## config.mk

```make
export PLATFORM = sky130hd
export DESIGN_NAME = multicycle_control
export DESIGN_NICKNAME = d
export VERILOG_FILES = /design/src/rtl/multicycle_control.sv
export SDC_FILE = /design/constraint.sdc
export NUM_CORES = 1
export LEC_CHECK = 0
export ABC_AREA = 0
export CORE_UTILIZATION = 51
export DETAILED_ROUTE_END_ITERATION = 16
export PLACE_DENSITY = 0.86
export SETUP_SLACK_MARGIN = 0.4
export SLEW_MARGIN = 20
export SYNTH_ARGS = -nofsm -noshare
export SYNTH_HDL_FRONTEND = slang
export SYNTH_SLANG_ARGS = --single-unit
```

## constraint.sdc

```tcl
create_clock -name clk -period 7.2 [get_ports clk]
set_input_delay 1.44 -clock clk [delete_from_list [all_inputs] [get_ports clk]]
set_output_delay 1.44 -clock clk [all_outputs]
set_load 0.05 [all_outputs]
```

## src/rtl/multicycle_control.sv

```systemverilog
// Multicycle MIPS-style control FSM with sticky illegal flag and retire count.
// Ports: clk, rst (sync active-high), op, funct, zero, mem_ready in; datapath
// controls (pc_en, iord, mem_write, mem_req, ir_write, reg_write, reg_dst,
// mem_to_reg, alu_src_a, alu_src_b, pc_src, alu_control), state, illegal,
// retired out. Define MULTICYCLE_JUMP_EN to compile in the jump path.
module multicycle_control (
  input  logic        clk,
  input  logic        rst,
  input  logic [5:0]  op,
  input  logic [5:0]  funct,
  input  logic        zero,
  input  logic        mem_ready,
  output logic        pc_en,
  output logic        iord,
  output logic        mem_write,
  output logic        mem_req,
  output logic        ir_write,
  output logic        reg_write,
  output logic        reg_dst,
  output logic        mem_to_reg,
  output logic        alu_src_a,
  output logic [1:0]  alu_src_b,
  output logic [1:0]  pc_src,
  output logic [2:0]  alu_control,
  output logic [3:0]  state,
  output logic        illegal,
  output logic [31:0] retired
);

  typedef enum logic [3:0] {
    S_FETCH   = 4'd0,
    S_DECODE  = 4'd1,
    S_MEMADR  = 4'd2,
    S_MEMRD   = 4'd3,
    S_MEMWB   = 4'd4,
    S_MEMWR   = 4'd5,
    S_RTEXE   = 4'd6,
    S_ALUWB   = 4'd7,
    S_BEQ     = 4'd8,
    S_ADDIEXE = 4'd9,
    S_JUMP    = 4'd10
  } state_t;

  localparam logic [5:0] OP_LW   = 6'b100011;
  localparam logic [5:0] OP_SW   = 6'b101011;
  localparam logic [5:0] OP_RT   = 6'b000000;
  localparam logic [5:0] OP_BEQ  = 6'b000100;
  localparam logic [5:0] OP_ADDI = 6'b001000;
  localparam logic [5:0] OP_J    = 6'b000010;

  state_t      state_q, state_d;
  logic        illegal_q, illegal_d;
  logic        imm_q, imm_d;
  logic [31:0] retired_q, retired_d;
  logic        retire;

  always_ff @(posedge clk) begin
    if (rst) begin
      state_q   <= S_FETCH;
      illegal_q <= 1'b0;
      imm_q     <= 1'b0;
      retired_q <= '0;
    end else begin
      state_q   <= state_d;
      illegal_q <= illegal_d;
      imm_q     <= imm_d;
      retired_q <= retired_d;
    end
  end

  always_comb begin
    state_d     = S_FETCH;
    illegal_d   = illegal_q;
    imm_d       = imm_q;
    retire      = 1'b0;
    pc_en       = 1'b0;
    iord        = 1'b0;
    mem_write   = 1'b0;
    mem_req     = 1'b0;
    ir_write    = 1'b0;
    reg_write   = 1'b0;
    reg_dst     = 1'b0;
    mem_to_reg  = 1'b0;
    alu_src_a   = 1'b0;
    alu_src_b   = 2'b00;
    pc_src      = 2'b00;
    alu_control = 3'b000;
    case (state_q)
      S_FETCH: begin
        mem_req     = 1'b1;
        alu_src_b   = 2'b01;
        alu_control = 3'b010;
        ir_write    = mem_ready;
        pc_en       = mem_ready;
        state_d     = mem_ready ? S_DECODE : S_FETCH;
      end
      S_DECODE: begin
        alu_src_b   = 2'b11;
        alu_control = 3'b010;
        case (op)
          OP_LW, OP_SW: state_d = S_MEMADR;
          OP_RT:        state_d = S_RTEXE;
          OP_BEQ:       state_d = S_BEQ;
          OP_ADDI:      state_d = S_ADDIEXE;
`ifdef MULTICYCLE_JUMP_EN
          OP_J:         state_d = S_JUMP;
`endif
          default: begin
            illegal_d = 1'b1;
            state_d   = S_FETCH;
          end
        endcase
      end
      S_MEMADR: begin
        alu_src_a   = 1'b1;
        alu_src_b   = 2'b10;
        alu_control = 3'b010;
        state_d     = (op == OP_LW) ? S_MEMRD : S_MEMWR;
      end
      S_MEMRD: begin
        mem_req = 1'b1;
        iord    = 1'b1;
        state_d = mem_ready ? S_MEMWB : S_MEMRD;
      end
      S_MEMWB: begin
        reg_write  = 1'b1;
        mem_to_reg = 1'b1;
        retire     = 1'b1;
        state_d    = S_FETCH;
      end
      S_MEMWR: begin
        mem_req   = 1'b1;
        iord      = 1'b1;
        mem_write = 1'b1;
        retire    = mem_ready;
        state_d   = mem_ready ? S_FETCH : S_MEMWR;
      end
      S_RTEXE: begin
        alu_src_a = 1'b1;
        imm_d     = 1'b0;
        state_d   = S_ALUWB;
        case (funct)
          6'b100000: alu_control = 3'b010;
          6'b100010: alu_control = 3'b110;
          6'b100100: alu_control = 3'b000;
          6'b100101: alu_control = 3'b001;
          6'b101010: alu_control = 3'b111;
          default: begin
            illegal_d = 1'b1;
            state_d   = S_FETCH;
          end
        endcase
      end
      S_ALUWB: begin
        reg_write = 1'b1;
        // addi writes rt, R-type writes rd
        reg_dst   = ~imm_q;
        retire    = 1'b1;
        imm_d     = 1'b0;
        state_d   = S_FETCH;
      end
      S_BEQ: begin
        alu_src_a   = 1'b1;
        alu_control = 3'b110;
        pc_src      = 2'b01;
        pc_en       = zero;
        retire      = 1'b1;
        state_d     = S_FETCH;
      end
      S_ADDIEXE: begin
        alu_src_a   = 1'b1;
        alu_src_b   = 2'b10;
        alu_control = 3'b010;
        imm_d       = 1'b1;
        state_d     = S_ALUWB;
      end
`ifdef MULTICYCLE_JUMP_EN
      S_JUMP: begin
        pc_en   = 1'b1;
        pc_src  = 2'b10;
        retire  = 1'b1;
        state_d = S_FETCH;
      end
`endif
      default: state_d = S_FETCH;
    endcase
    retired_d = retired_q + {31'd0, retire};
    // keep side-effecting strobes quiet while reset is held
    if (rst) begin
      pc_en     = 1'b0;
      ir_write  = 1'b0;
      reg_write = 1'b0;
      mem_write = 1'b0;
      mem_req   = 1'b0;
    end
  end

  assign state   = state_q;
  assign illegal = illegal_q;
  assign retired = retired_q;

endmodule

```

== After elaboration in Yosys (flattened, before gate mapping) ==
Index checks and enable logic that the tools add are counted.

* Bitwise logic cells: 1
* Reductions and logical operators: 16
* Mux-type cells: 30
* Add/sub/neg operators: 1
* Equality and inequality tests: 20

{| class="wikitable"
|+ Operator list
! operator !! number
|-
| 6-bit == test, second input constant || 7
|-
| 32-bit by 1-bit adder with 32-bit output || 1
|-
| 4-bit one-hot mux with 7 select lines || 1
|-
| 1-bit two-way mux || 17
|-
| 4-bit by 3-bit == test with 1-bit output, second input constant || 4
|-
| 4-bit one-hot mux with 4 select lines || 1
|-
| 3-bit two-way mux || 4
|-
| 3-bit one-hot mux with 4 select lines || 1
|-
| 2-bit OR reduction || 5
|-
| 5-bit OR reduction || 2
|-
| 3-bit one-hot mux with 3 select lines || 1
|-
| 4-bit by 2-bit == test with 1-bit output, second input constant || 2
|-
| 4-bit == test, second input constant || 2
|-
| 1-bit one-hot mux with 2 select lines || 4
|-
| 4-bit OR reduction || 2
|-
| 6-bit by 3-bit == test with 1-bit output, second input constant || 1
|-
| 6-bit by 4-bit == test with 1-bit output, second input constant || 1
|-
| 6-bit zero test || 1
|-
| 2-bit one-hot mux with 3 select lines || 1
|-
| 3-bit OR reduction || 2
|-
| 4-bit by 1-bit == test with 1-bit output, second input constant || 1
|-
| 4-bit zero test || 1
|-
| 2-bit != test, second input constant || 2
|-
| 2-bit nonzero test || 2
|-
| 2 further kinds || 2
|}

* Word-level logic and storage cells: 72
* Input bits: 16
* Output and inout port bits: 53
* Register bits after elaboration: 38

== Depth between registers and ports, before layout ==
* Word-level depth: 4
* Gate-level depth with buffers: 13
* Depth with buffers taken out: 10

== Least setup slack after synthesis ==
Ideal clock, no wire load.

* Kind: input-to-output
* From: input rst
* To: output ir_write
* Required time: 5.760 ns
* Stages on the path: 3
* Data arrival time: 3.341 ns
* Setup slack: 2.419 ns
* Buffers on the path: 2
* Path through: clkbuf_1 > clkbuf_1 > nor4_1

* Word-level cells in the longest chain between the ends: 1

{| class="wikitable"
|+ Ends and longest elaborated chain
! what !! RTL line !! source
|-
| start, declared || 8 || <nowiki>input logic rst,</nowiki>
|-
| 1-bit two-way mux || 189 || <nowiki>if (rst) begin</nowiki>
|-
| end, declared || 17 || <nowiki>output logic ir_write,</nowiki>
|}

No other way between the ends.

== Worst setup path in the final report ==
* From: input rst
* To: output pc_en

* Word-level cells in the longest chain between the ends: 1

{| class="wikitable"
|+ Ends and longest elaborated chain
! what !! RTL line !! source
|-
| 1-bit two-way mux || 189 ||
|-
| end, declared || 13 || <nowiki>output logic pc_en,</nowiki>
|}

No other way between the ends.

==> metrics.md <==
| Metric | Value |
|---|---|
| Period minus WS final | 4.81 ns |
| Share of cells above drive strength 1 | 6.73% |
| Post-DP Area | 0.00295 sq mm |
| Pins Over Slew Limit | 0 |
| Final Instance Count excl. Fillers | 394 |
| Endpoint type of the worst setup path | output port |
| Antenna diodes | 0 |
| Worst Setup Start Kind | primary input |
| Mux share of post-synthesis cell area | 5.77% |
| Least-Margin Pin Slew | 0.720 ns |
| Synthesized cell area | 0.00230 sq mm |
| Reg2Reg Setup Slack | 3.83 ns |
| Post-synth cell types | 52 |
| Hold Path Depth | 1 |
| Die area | 0.00478 sq mm |
| Crit-path max FO | 9 |
| Worst rel slew slack | 51.9% |
| CTS tree | yes |
| Synth Area in XOR/XNOR | 4.58% |
| CTS root buf | clkbuf_8 |
| Initial core utilization | 52.8% |
| Clock slew at reported path FFs | 0.07 ns |
| Warnings, synthesis | 0 |
| Hold Path Sink | illegal$_SDFFE_PP0P_ |
| Hold buffer count at CTS | 0 |
| Initial antenna violation count | 0 |
| GR Util met1 | 28.6% |
| Worst skew pair latency | 0.29 ns |
| Most used routing layer | met2 |
| P_leak | 1.04 nW |
| Total grt overflow | 0 |
| DRT Pass-1 Iters | 4 |
| Hold_sp | illegal$_SDFFE_PP0P_ |
| Synth Area in Simple Gates | 35.1% |
| Via count | 2279 |
| CP Class | primary input to output port |
| Vias in the first global route | 2010 |
| Reg2Reg Depth | 10 |
| Worst Skew | 0.00650 ns |
| Reg-to-Reg End | retired[22]$_SDFF_PP0_ |
| Async set or reset register ratio after synthesis | 0% |
| WP data arrival | 3.37 ns |
| Compound-gate portion of the synthesized area | 14.4% |
| Critical path required time | 5.76 ns |
| Final Hold Viols | 0 |
| Synth Flop Type | dfxtp_1 |
| Met3 Use GR | 7.31% |
| Peak supply drop | 0.0874 mV |
| Design Area, Final | 0.00309 sq mm |
| Clk sinks | 38 |
| Max Fclk | 208 MHz |
| First-pass GRT wire length | 9.10 mm |
| DR DRC count | 0 |
| Core area | 0.00435 sq mm |
| Hold Crit Class | flip-flop to flip-flop |
| Status | finished clean |
| Max clock buf depth | 2 |
| Worst slack, placed | 2.41 ns |
| Synth Area in Adders | 1.63% |
| Area grow syn2layout | 34.6% |
| Row cnt | 24 |
| Syn Area/Cell | 8.09 sq um |
| Number of flops mapped to enable cells by yosys | 0 |
| Routed WL | 5.48 mm |
| Reg2reg start | state[3]$_SDFF_PP0_ |
| I/O Buffers | 67 |
| Cells after Synth | 284 |
| Final worst-path cycle share | 66.7% |
| Num CTS Buffers | 5 |
| GRT Total Usage | 22.8% |
| Fillers | 346 |
| Largest family of logic cells by synthesized area | simple AND/OR/NAND/NOR gates |
| Htree depth | 2 |
| Post-synthesis register bit count | 38 |
| DIE WIDTH | 69.1 um |
| Post_cts resized | 0 |
| # IOs | 69 |
| HPWL Detailed | 3.74 mm |
| Syn nets | 303 |
| Post-CTS Setup Bufs | 0 |
| Post-route ant nets | 0 |
| Largest net degree at the start of global routing | 41 |
| Post-synthesis sequential area ratio | 33.1% |
| Maxcap violations | 0 |
| Final WS setup | 2.39 ns |
| Post-layout nets | 360 |
| RSZ-0062 raised after global routing | false |
| Setup TNS | 0 ns |
| PwrDens | 157 mW/mm^2 |
| Hold_ws | 0.482 ns |
| DR iter-0 viols | 159 |
| WL/cell | 13.9 um |
| Die Ht | 69.1 um |
| Final-report setup violation count | 0 |
| Inst Count DP | 386 |
| Met2 Use GR | 37.6% |
| RD Place Congestion | 0.898 |
| Via density | 5.78 |
-- cells in the mapped netlist (2+ instances only) --
library cell  number  area share [%]
and4_1             3             1.1
a21oi_1           21             4.6
buf_6              2            0.98
xnor2_1           10             3.8
buf_1              3            0.49
a31oi_1            2            0.54
mux2_2             9             4.4
o21ai_0            9             2.0
nand2b_1           7             1.9
ha_1               3             1.6
inv_1              8             1.3
and3_1             3            0.82
nor4_1            12             3.3
nand2_1           13             2.1
or3_1              4             1.1
nand3_1            9             2.0
dfxtp_1           38              33
nor2b_1           17             4.6
nor4bb_1           2            0.87
nand4_1            7             1.9
buf_2              3            0.65
xor2_1             2            0.76
clkbuf_1           9             1.5
or2_1              2            0.54
nor2_1            28             4.6
o31ai_1            8             2.6
mux2i_1            2            0.87
or4_1             11             3.6
nor3_1            14             3.1
-- sequential cells by signal, indices dropped and copies added (netlist names) --
| signal | flops |
|---|---|
| state | 4 |
| retired | 32 |
| imm_q | 1 |
| illegal | 1 |
-- layer usage --
metal	up-vias	wire length, um
li1	1152	-
met5	-	0
met3	5	334
met1	1049	2520
met4	0	46
met2	73	2580
-- how the worst max path moves through the flow --
stage / start / end / slack [ns]
after floorplan: rst / ir_write / 2.42
after global placement: rst / pc_en / 2.41
after detailed placement: rst / pc_en / 2.41
after CTS: rst / pc_en / 2.39
after global routing: rst / pc_en / 2.36
final: rst / pc_en / 2.39
-- cell families after synthesis --
family          after synthesis
compound gates               53
fa+ha+maj                     3
buf+inv                      26
other cells                   1
simple gates                139
flops                        38
xor+xnor                     12
mux                          12
-- cell usage in the layout (no fill, tap or decap), types with 4 or more instances in the layout --
cell type and instances:
dfxtp_1 38, nand2b_1 7, nor2b_1 17, nand2_1 13, inv_1 8, xnor2_1 10, nand3_1 9, nor4_1 12
a21oi_1 21, nand4_1 7, or4_1 11, nor3_1 14, mux2_2 9, o31ai_1 8, clkbuf_8 6, clkdlybuf4s50_1 67
o21ai_0 9, or3_1 4, nor2_1 28
-- per-stage QoR --
step | util [%] | total power [mW]
final | 71.0 | 0.486
after global routing | 71.0 | 0.502
after CTS | 71.0 | 0.490
after detailed placement | 67.8 | 0.266
after global placement | 67.8 | 0.265
after floorplan | - | 0.247
-- worst max-delay path: stages --
cell and delay (ns):
clkdlybuf4s50_1 0.56, or4_1 0.46, nor2_1 0.10, clkdlybuf4s50_1 0.80
-- layout make-up --
cell class                 instances  area (sq um)  area share [%]
clock inverter                     2          60.1            1.94
inverter                           8          30.0           0.971
sequential                        38           761            24.6
tap                               52          65.1            2.10
timing repair buffer              68           678            21.9
clock buffer                       6          82.6            2.67
multi-input combinational        220          1420            45.8
-- power breakdown --
part           switching [mW]  leakage [nW]  internal [mW]  total (mW)
sequential            0.00282         0.307          0.212       0.214
combinational          0.0272         0.659         0.0197      0.0469
clock                  0.0770        0.0714          0.148       0.225
total                   0.107          1.04          0.379       0.486
(Power assumes the default switching activity.)
